==> src/rtl/coherence_bus_controller.sv <==
// Shared snooping-bus responder: round-robin arbitration of CPU miss/invalidate
// messages, snoop broadcast, a fixed write-back window and a memory response.
module coherence_bus_controller #(
  parameter int NUM_CPUS  = 3,
  parameter int WB_WINDOW = 2
) (
  input  logic                     clock,
  input  logic                     reset,
  input  logic [NUM_CPUS*10-1:0]   cpu_bus_out,
  input  logic [NUM_CPUS*8-1:0]    cpu_wb,
  output logic [NUM_CPUS*11-1:0]   cpu_bus_in,
  output logic                     busy,
  output logic                     proto_error
);

  localparam int ID_W = (NUM_CPUS > 2) ? 2 : 1;

  typedef enum logic [1:0] {IDLE, SNOOP, WB_WAIT, RESPOND} state_t;

  state_t              state, state_nxt;
  logic [NUM_CPUS-1:0] pending;
  logic [NUM_CPUS-1:0] req_seen, in_service, accept;
  logic [2:0]          pend_type [NUM_CPUS];
  logic [2:0]          pend_addr [NUM_CPUS];
  logic [ID_W-1:0]     req_id, rr_ptr, grant_id, idx;
  logic                grant_vld, grant_take;
  logic [2:0]          req_type, req_addr;
  logic [2:0]          wb_cnt;
  logic [3:0]          mem [8];
  logic                wb_hit;
  logic [3:0]          wb_data;
  logic [3:0]          unused_msg_data;

  // One-hot type: readMiss 100, writeMiss 010, invalidate 001, highest bit wins.
  function automatic logic [2:0] msg_type(input logic [2:0] bits);
    if (bits[2])      return 3'b100;
    else if (bits[1]) return 3'b010;
    else              return 3'b001;
  endfunction

  always_comb begin
    req_seen        = '0;
    in_service      = '0;
    accept          = '0;
    unused_msg_data = '0;
    for (int i = 0; i < NUM_CPUS; i++) begin
      req_seen[i]     = |cpu_bus_out[10*i+7 +: 3];
      in_service[i]   = (state != IDLE) && (req_id == ID_W'(i));
      accept[i]       = req_seen[i] && !pending[i] && !in_service[i];
      unused_msg_data = unused_msg_data ^ cpu_bus_out[10*i +: 4];
    end
  end

  // First pending CPU at or after the round-robin pointer.
  always_comb begin
    grant_vld = 1'b0;
    grant_id  = '0;
    idx       = '0;
    for (int k = 0; k < NUM_CPUS; k++) begin
      idx = ID_W'((int'(rr_ptr) + k) % NUM_CPUS);
      if (!grant_vld && pending[idx]) begin
        grant_vld = 1'b1;
        grant_id  = idx;
      end
    end
    grant_take = (state == IDLE) && grant_vld;
  end

  // Lowest-index honoured write-back wins.
  always_comb begin
    wb_hit  = 1'b0;
    wb_data = '0;
    for (int i = 0; i < NUM_CPUS; i++) begin
      if (!wb_hit && state == WB_WAIT && cpu_wb[8*i+7] &&
          cpu_wb[8*i+4 +: 3] == req_addr && req_id != ID_W'(i)) begin
        wb_hit  = 1'b1;
        wb_data = cpu_wb[8*i +: 4];
      end
    end
  end

  always_comb begin
    state_nxt = state;
    case (state)
      IDLE:    if (grant_vld) state_nxt = SNOOP;
      SNOOP:   state_nxt = WB_WAIT;
      WB_WAIT: if (wb_cnt == 3'(WB_WINDOW - 1)) state_nxt = RESPOND;
      RESPOND: state_nxt = IDLE;
      default: state_nxt = IDLE;
    endcase
  end

  always_ff @(posedge clock or posedge reset) begin
    if (reset) begin
      state       <= IDLE;
      pending     <= '0;
      proto_error <= 1'b0;
      req_id      <= '0;
      rr_ptr      <= '0;
      wb_cnt      <= '0;
    end else begin
      state       <= state_nxt;
      proto_error <= proto_error | (|(req_seen & ~accept));
      for (int i = 0; i < NUM_CPUS; i++) begin
        if (accept[i])
          pending[i] <= 1'b1;
        else if (grant_take && grant_id == ID_W'(i))
          pending[i] <= 1'b0;
      end
      if (grant_take) req_id <= grant_id;
      if (state == SNOOP)        wb_cnt <= '0;
      else if (state == WB_WAIT) wb_cnt <= wb_cnt + 3'd1;
      if (state == RESPOND)
        rr_ptr <= (req_id == ID_W'(NUM_CPUS - 1)) ? '0 : req_id + 1'b1;
    end
  end

  always_ff @(posedge clock) begin
    for (int i = 0; i < NUM_CPUS; i++) begin
      if (accept[i]) begin
        pend_type[i] <= msg_type(cpu_bus_out[10*i+7 +: 3]);
        pend_addr[i] <= cpu_bus_out[10*i+4 +: 3];
      end
    end
    if (grant_take) begin
      req_type <= pend_type[grant_id];
      req_addr <= pend_addr[grant_id];
    end
  end

  always_ff @(posedge clock or posedge reset) begin
    if (reset) begin
      for (int a = 0; a < 8; a++) mem[a] <= {1'b0, 3'(a)};
    end else if (wb_hit) begin
      mem[req_addr] <= wb_data;
    end
  end

  // Outputs are registered from the current state, one cycle behind the FSM.
  always_ff @(posedge clock or posedge reset) begin
    if (reset) begin
      cpu_bus_in <= '0;
      busy       <= 1'b0;
    end else begin
      busy       <= (state != IDLE);
      cpu_bus_in <= '0;
      for (int i = 0; i < NUM_CPUS; i++) begin
        if (state == SNOOP && req_id != ID_W'(i))
          cpu_bus_in[11*i +: 11] <= {1'b0, req_type, req_addr, 4'b0000};
        else if (state == RESPOND && req_id == ID_W'(i))
          cpu_bus_in[11*i +: 11] <= {1'b1, req_type, req_addr,
                                     req_type[2] ? mem[req_addr] : 4'b0000};
      end
    end
  end

endmodule

==> config.mk <==
export PLATFORM = sky130hd
export DESIGN_NAME = coherence_bus_controller
export DESIGN_NICKNAME = d
export VERILOG_FILES = /design/src/rtl/coherence_bus_controller.sv
export SDC_FILE = /design/constraint.sdc
export NUM_CORES = 1
export LEC_CHECK = 0
export CORE_MARGIN = 8
export CORE_UTILIZATION = 30
export DETAILED_ROUTE_END_ITERATION = 8
export GPL_TIMING_DRIVEN = 0
export SETUP_SLACK_MARGIN = 0.5
export SLEW_MARGIN = 40
export SYNTH_ARGS = -nofsm -noshare
export SYNTH_HDL_FRONTEND = slang
export SYNTH_SLANG_ARGS = --single-unit
export TNS_END_PERCENT = 20
==> constraint.sdc <==
create_clock -name clock -period 3.2 [get_ports clock]
set_input_delay 0.64 -clock clock [delete_from_list [all_inputs] [get_ports clock]]
set_output_delay 0.64 -clock clock [all_outputs]
set_load 0.01 [all_outputs]
== Yosys cells after proc, flatten, opt, wreduce, memory -nomap -nowiden ==
Memories as Yosys holds them, arrays and structs flattened. A register that Yosys moved wholly into a read port is not among the register bits.
Index checks and enable logic that the tools add are counted.
Cells by class
  add/sub/neg operators: 4
  div/mod/pow operators: 3
  order comparisons: 5
  eq/ne operators: 15
  multiplexer cells: 58
  bitwise logic cells: 4
  reduce and logical (&&, ||, !) cells: 57
Operators by type and width (count)
  $mux W11: 6
  $mod A32 B3 Y32 const B: 2
  $logic_and A1 B1 Y1: 33
  $bwmux W32: 1
  $mod A3 B3 Y32 const B: 1
  $mux W4: 7
  $mux W3: 8
  $mux W1: 21
  $mux W2: 9
  $bmux W4 S3: 1
  $demux W4 S3: 1
  $reduce_bool A2 Y1: 6
  $reduce_or A3 Y1: 4
  $logic_not A1 Y1: 10
  $eq A3 B3 Y1: 3
  $lt A2 B3 Y1 const B: 3
  $eq A2 B2 Y1 const B: 4
  $pmux W2 S4: 1
  $bmux W1 S2: 3
  $eq A2 B1 Y1 const B: 3
  $logic_not A2 Y1: 3
  $ne A2 B2 Y1 const B: 3
  $ge A4 B4 Y1 const B: 1
  $lt A4 B1 Y1 const B: 1
  11 further kinds: 11
Word-level totals
  register bits: 79
  RAM bits: 18
  output and inout bits: 35
  word-level logic and storage cells: 166
  memories: 2
Memories
  pend_addr: words 3, width 3, rd ports 1, clocked after memory_dff 1, wr ports 3, line 24  | logic [2:0] pend_addr [NUM_CPUS];
  pend_type: words 3, width 3, rd ports 1, clocked after memory_dff 1, wr ports 3, line 23  | logic [2:0] pend_type [NUM_CPUS];

== Logic depth before layout (Yosys ltp) ==
  depth in word-level cells: 18
  gate-level depth with buffers: 8

== Worst setup path before layout ==
OpenSTA, ideal clock, no wires.
  kind: flip-flop to flip-flop
  start: register state[0]
  end: register mem[3] (netlist bit)
  setup time: 0.138 ns
  data arrival time: 1.935 ns
  setup slack: 1.128 ns
  cell stages (with the launch flop): 9
  buffers on the path: 1
  period minus slack after synthesis: 2.072 ns
  path through: dfrtp_1 inv_1 ha_1 o211ai_1 or4_1 buf_2 o41a_4 a21oi_2 o32ai_1
On the way
  cells in the longest elaborated chain, start to end: 18
Ends and longest elaborated chain
  from (decl): line 20  | state_t state, state_nxt;
  from (signal assigned): line 102  | state <= state_nxt;
  $eq A2 B2 Y1 (*): line 74  | if (!wb_hit && state == WB_WAIT && cpu_wb[8*i+7] &&
  $logic_and A1 B1 Y1 (2 in a row): line 74
  $logic_and A1 B1 Y1: line 75  | cpu_wb[8*i+4 +: 3] == req_addr && req_id != ID_W'(i)) begin
  $mux W1: line 74
  $logic_not A1 Y1: line 74
  $logic_and A1 B1 Y1 (3 in a row): line 74
  $logic_and A1 B1 Y1: line 75
  $mux W1: line 74
  $logic_not A1 Y1: line 74
  $logic_and A1 B1 Y1 (3 in a row): line 74
  $logic_and A1 B1 Y1: line 75
  $mux W4: line 74
  $bwmux W32: line 135  | mem[req_addr] <= wb_data;
  to (signal, indexed assignment): line 135
  to (decl): line 29  | logic [3:0] mem [8];
Mark *: on every way between the ends. The rest lies on a longest branch, timed or not.
A chain may end at the register's enable or synchronous reset.

== Final worst setup path ==
  start: register state[0]
  end: register mem[19] (netlist bit)
The elaborated chain is that of the path after synthesis.

==> results_dict.tcl <==
set metrics [dict create \
    outcome "completed" \
    setup_viol 0 \
    grt_use_total_pct 12.2 \
    wl_mm 11.6 \
    tightest_slew_ns 0.678 \
    cts_sinks 103 \
    cts_buffers 9 \
    ys_warn_count 0 \
    min_path_cells 2 \
    clk_pin_slew_worst_paths_ns 0.08 \
    hp-class "register to register" \
    cts_tree "done" \
    dpl-instance-area_um2 5810 \
    core_um2 15600 \
    power.leakage_nw 2.56 \
    fin_skew_ns 0.00957 \
    ys_types 49 \
    grt_start_max_net_pins 48 \
    worst-setup-path-type "register to register" \
    synth-edff-count 24 \
    routedWlPerCell_um 16.4 \
    crit_fanout 9 \
    syn2layout_area_growth_pct 29.9 \
    dpl.hpwl_mm 8.94 \
    place.gp.congestion 0.806 \
    whs_ns 0.476 \
    reg2reg_depth 7 \
    syn_avg_cell_area_um2 11.9 \
    power.density_nw_per_um2 930 \
    diodes 0 \
    critPathRequiredTime_ns 3.42 \
    io_buffers 78 \
    worstPathArrival_ns 2.82 \
    drv_slew 0 \
    initial_core_util_pct 30.2 \
    die_y_um 141 \
    fp-row-count 46 \
    ios 91 \
    fin_crit_sh_pct 81.5 \
    ys_ff_latch 103 \
    final_common_cell "clkdlybuf4s50_1" \
    cts_root_buf "clkbuf_16" \
    peakVddDrop_mv 0.420 \
    gr-total-overflow 0 \
    maxCapViolations 0 \
    wl_met2_mm 5.35 \
    final_area_um2 6120 \
    synth_cells 395 \
    grt_pass1_vias 3627 \
    end_kind "register" \
    drive_gt1_share_pct 14.1 \
    finalHoldViolCount 0 \
    grt_pass1_wl_mm 19.2 \
    fill_cells 1519 \
    synth_nets 459 \
    synth-seq-area-share_pct 57.6 \
    rsz0062_at_grt "yes" \
    slew_headroom_pct 54.6 \
    p_total_w 0.00569 \
    syn_area_um2 4710 \
    die_area_um2 20000 \
    die_w_um 141 \
    wl_met3_um 825 \
    clk_latency_ns 0.36 \
    setup_ws_ns 0.594 \
    startpoint_type "register" \
    synth_ff_type "dfrtp_1" \
    avgViaCountPerCell 4.70 \
    antenna_found_initial 0 \
    drt-pass1-iter-count 4 \
    synth_async_sr_flop_share_pct 76.7 \
    fmax_mhz 384 \
    min_period_ns 2.61 \
    drcViolationCount 0 \
    layout_common_cells "clkdlybuf4s50_1 (78), dfrtp_1 (67), inv_1 (50)" \
    reg2reg_slack_ns 0.59 \
    fin_nets 549 \
    wl_met1_mm 5.26 \
    place_ws_ns 0.317 \
    top_layer "met4" \
    vias 3320 \
    cts_max_level 3 \
    max-clock-path-buffers 2 \
    ant_nets 0 \
    dr.first_iter.drc_count 219 \
]
[path summary, 6_finish.rpt]
kind                           from         to
hold reg to reg              mem[0]     mem[0]
hold / removal               mem[0]     mem[0]
setup reg to reg           state[0]    mem[19]
setup / recovery           state[0]    mem[19]
max in group asynchronous     reset  req_id[0]
min in group asynchronous     reset    mem[12]
[layer usage]
layer  up-vias  GRT usage [%]
li1       1583              -
met1      1617           15.6
met2       108           19.2
met3        12           4.03
met4         0           4.07
met5         -              0
[final cells by class]
class                           count  area [um2]  share of cell area, %
Tap cell                          216         270                   4.42
Clock inverter                      7        81.3                   1.33
Buffer                             13        65.1                   1.06
Clock buffer                        9         225                   3.68
Inverter                           51         196                   3.21
Sequential cell                   103        2710                   44.3
Timing Repair Buffer               79         808                   13.2
Multi-Input combinational cell    228        1760                   28.7
[worst max-delay path, stage by stage, from the launching register on]
cell and delay, ns:
dfrtp_1 0.41, inv_1 0.11, ha_1 0.33, o211ai_1 0.17, or4_1 0.51, buf_2 0.20, nor2_1 0.54, o32ai_1 0.19
[cell usage after synthesis (all sizes together), types with 6 or more instances]
| library cell | number | area (um2) |
|---|---|---|
| a21oi | 20 | 130 |
| buf | 6 | 38.8 |
| clkbuf | 7 | 26.3 |
| dfrtp | 67 | 1680 |
| dfstp | 12 | 315 |
| edfxtp | 24 | 721 |
| ha | 8 | 100 |
| inv | 51 | 191 |
| mux2i | 8 | 80.1 |
| mux4 | 6 | 135 |
| nand2 | 12 | 45.0 |
| nor2 | 37 | 139 |
| nor2b | 25 | 156 |
| nor3 | 8 | 40.0 |
| o21ai | 12 | 60.1 |
| o32ai | 32 | 280 |
| xor2 | 6 | 52.6 |
[flip-flops by register name (all words and copies together), names as in the netlist]
register,count
pend_addr,9
pend_type,9
req_addr,3
rr_ptr,2
mem,32
req_id,2
proto_error,1
cpu_bus_in,33
busy,1
req_type,3
state,2
pending,3
wb_cnt,3
[power by group]
part / internal, W / switching [W] / total, W
clock network: 0.000563 / 0.000558 / 0.00112
logic: 0.00104 / 0.00134 / 0.00238
registers: 0.00193 / 0.000257 / 0.00218
total: 0.00353 / 0.00216 / 0.00569
[timing repair]
| action | 4_1_cts | 5_1_grt |
|---|---|---|
| hold buffers | 0 | 0 |
| hold endpoints to repair | 0 | 0 |
| setup endpoints to repair | 0 | 19 |
| setup buffers | 0 | 0 |
| resized for setup | 0 | 1 |
[stage by stage]
stage          utilization, %  setup TNS [ns]  std cells
5_1_grt                  39.2               0        706
4_1_cts                  39.2               0        706
3_3_place_gp             36.9          -44.86        689
2_1_floorplan               -               0        395
6_report                 39.2               0        706
3_5_place_dp             37.2               0        690
[cells by family (layout without fill, tap and decap cells)]
logic type	after synthesis	count (layout)	synth area share, %
and+or+nand+nor	104	104	11.8
DFF	103	103	57.6
AOI/OAI and AO/OA	87	87	15.4
buffers and inverters	64	159	5.45
muxes	18	18	5.53
adders and majority gates	10	10	2.55
xor gates and xnor gates	9	9	1.67
(Power assumes the default switching activity.)
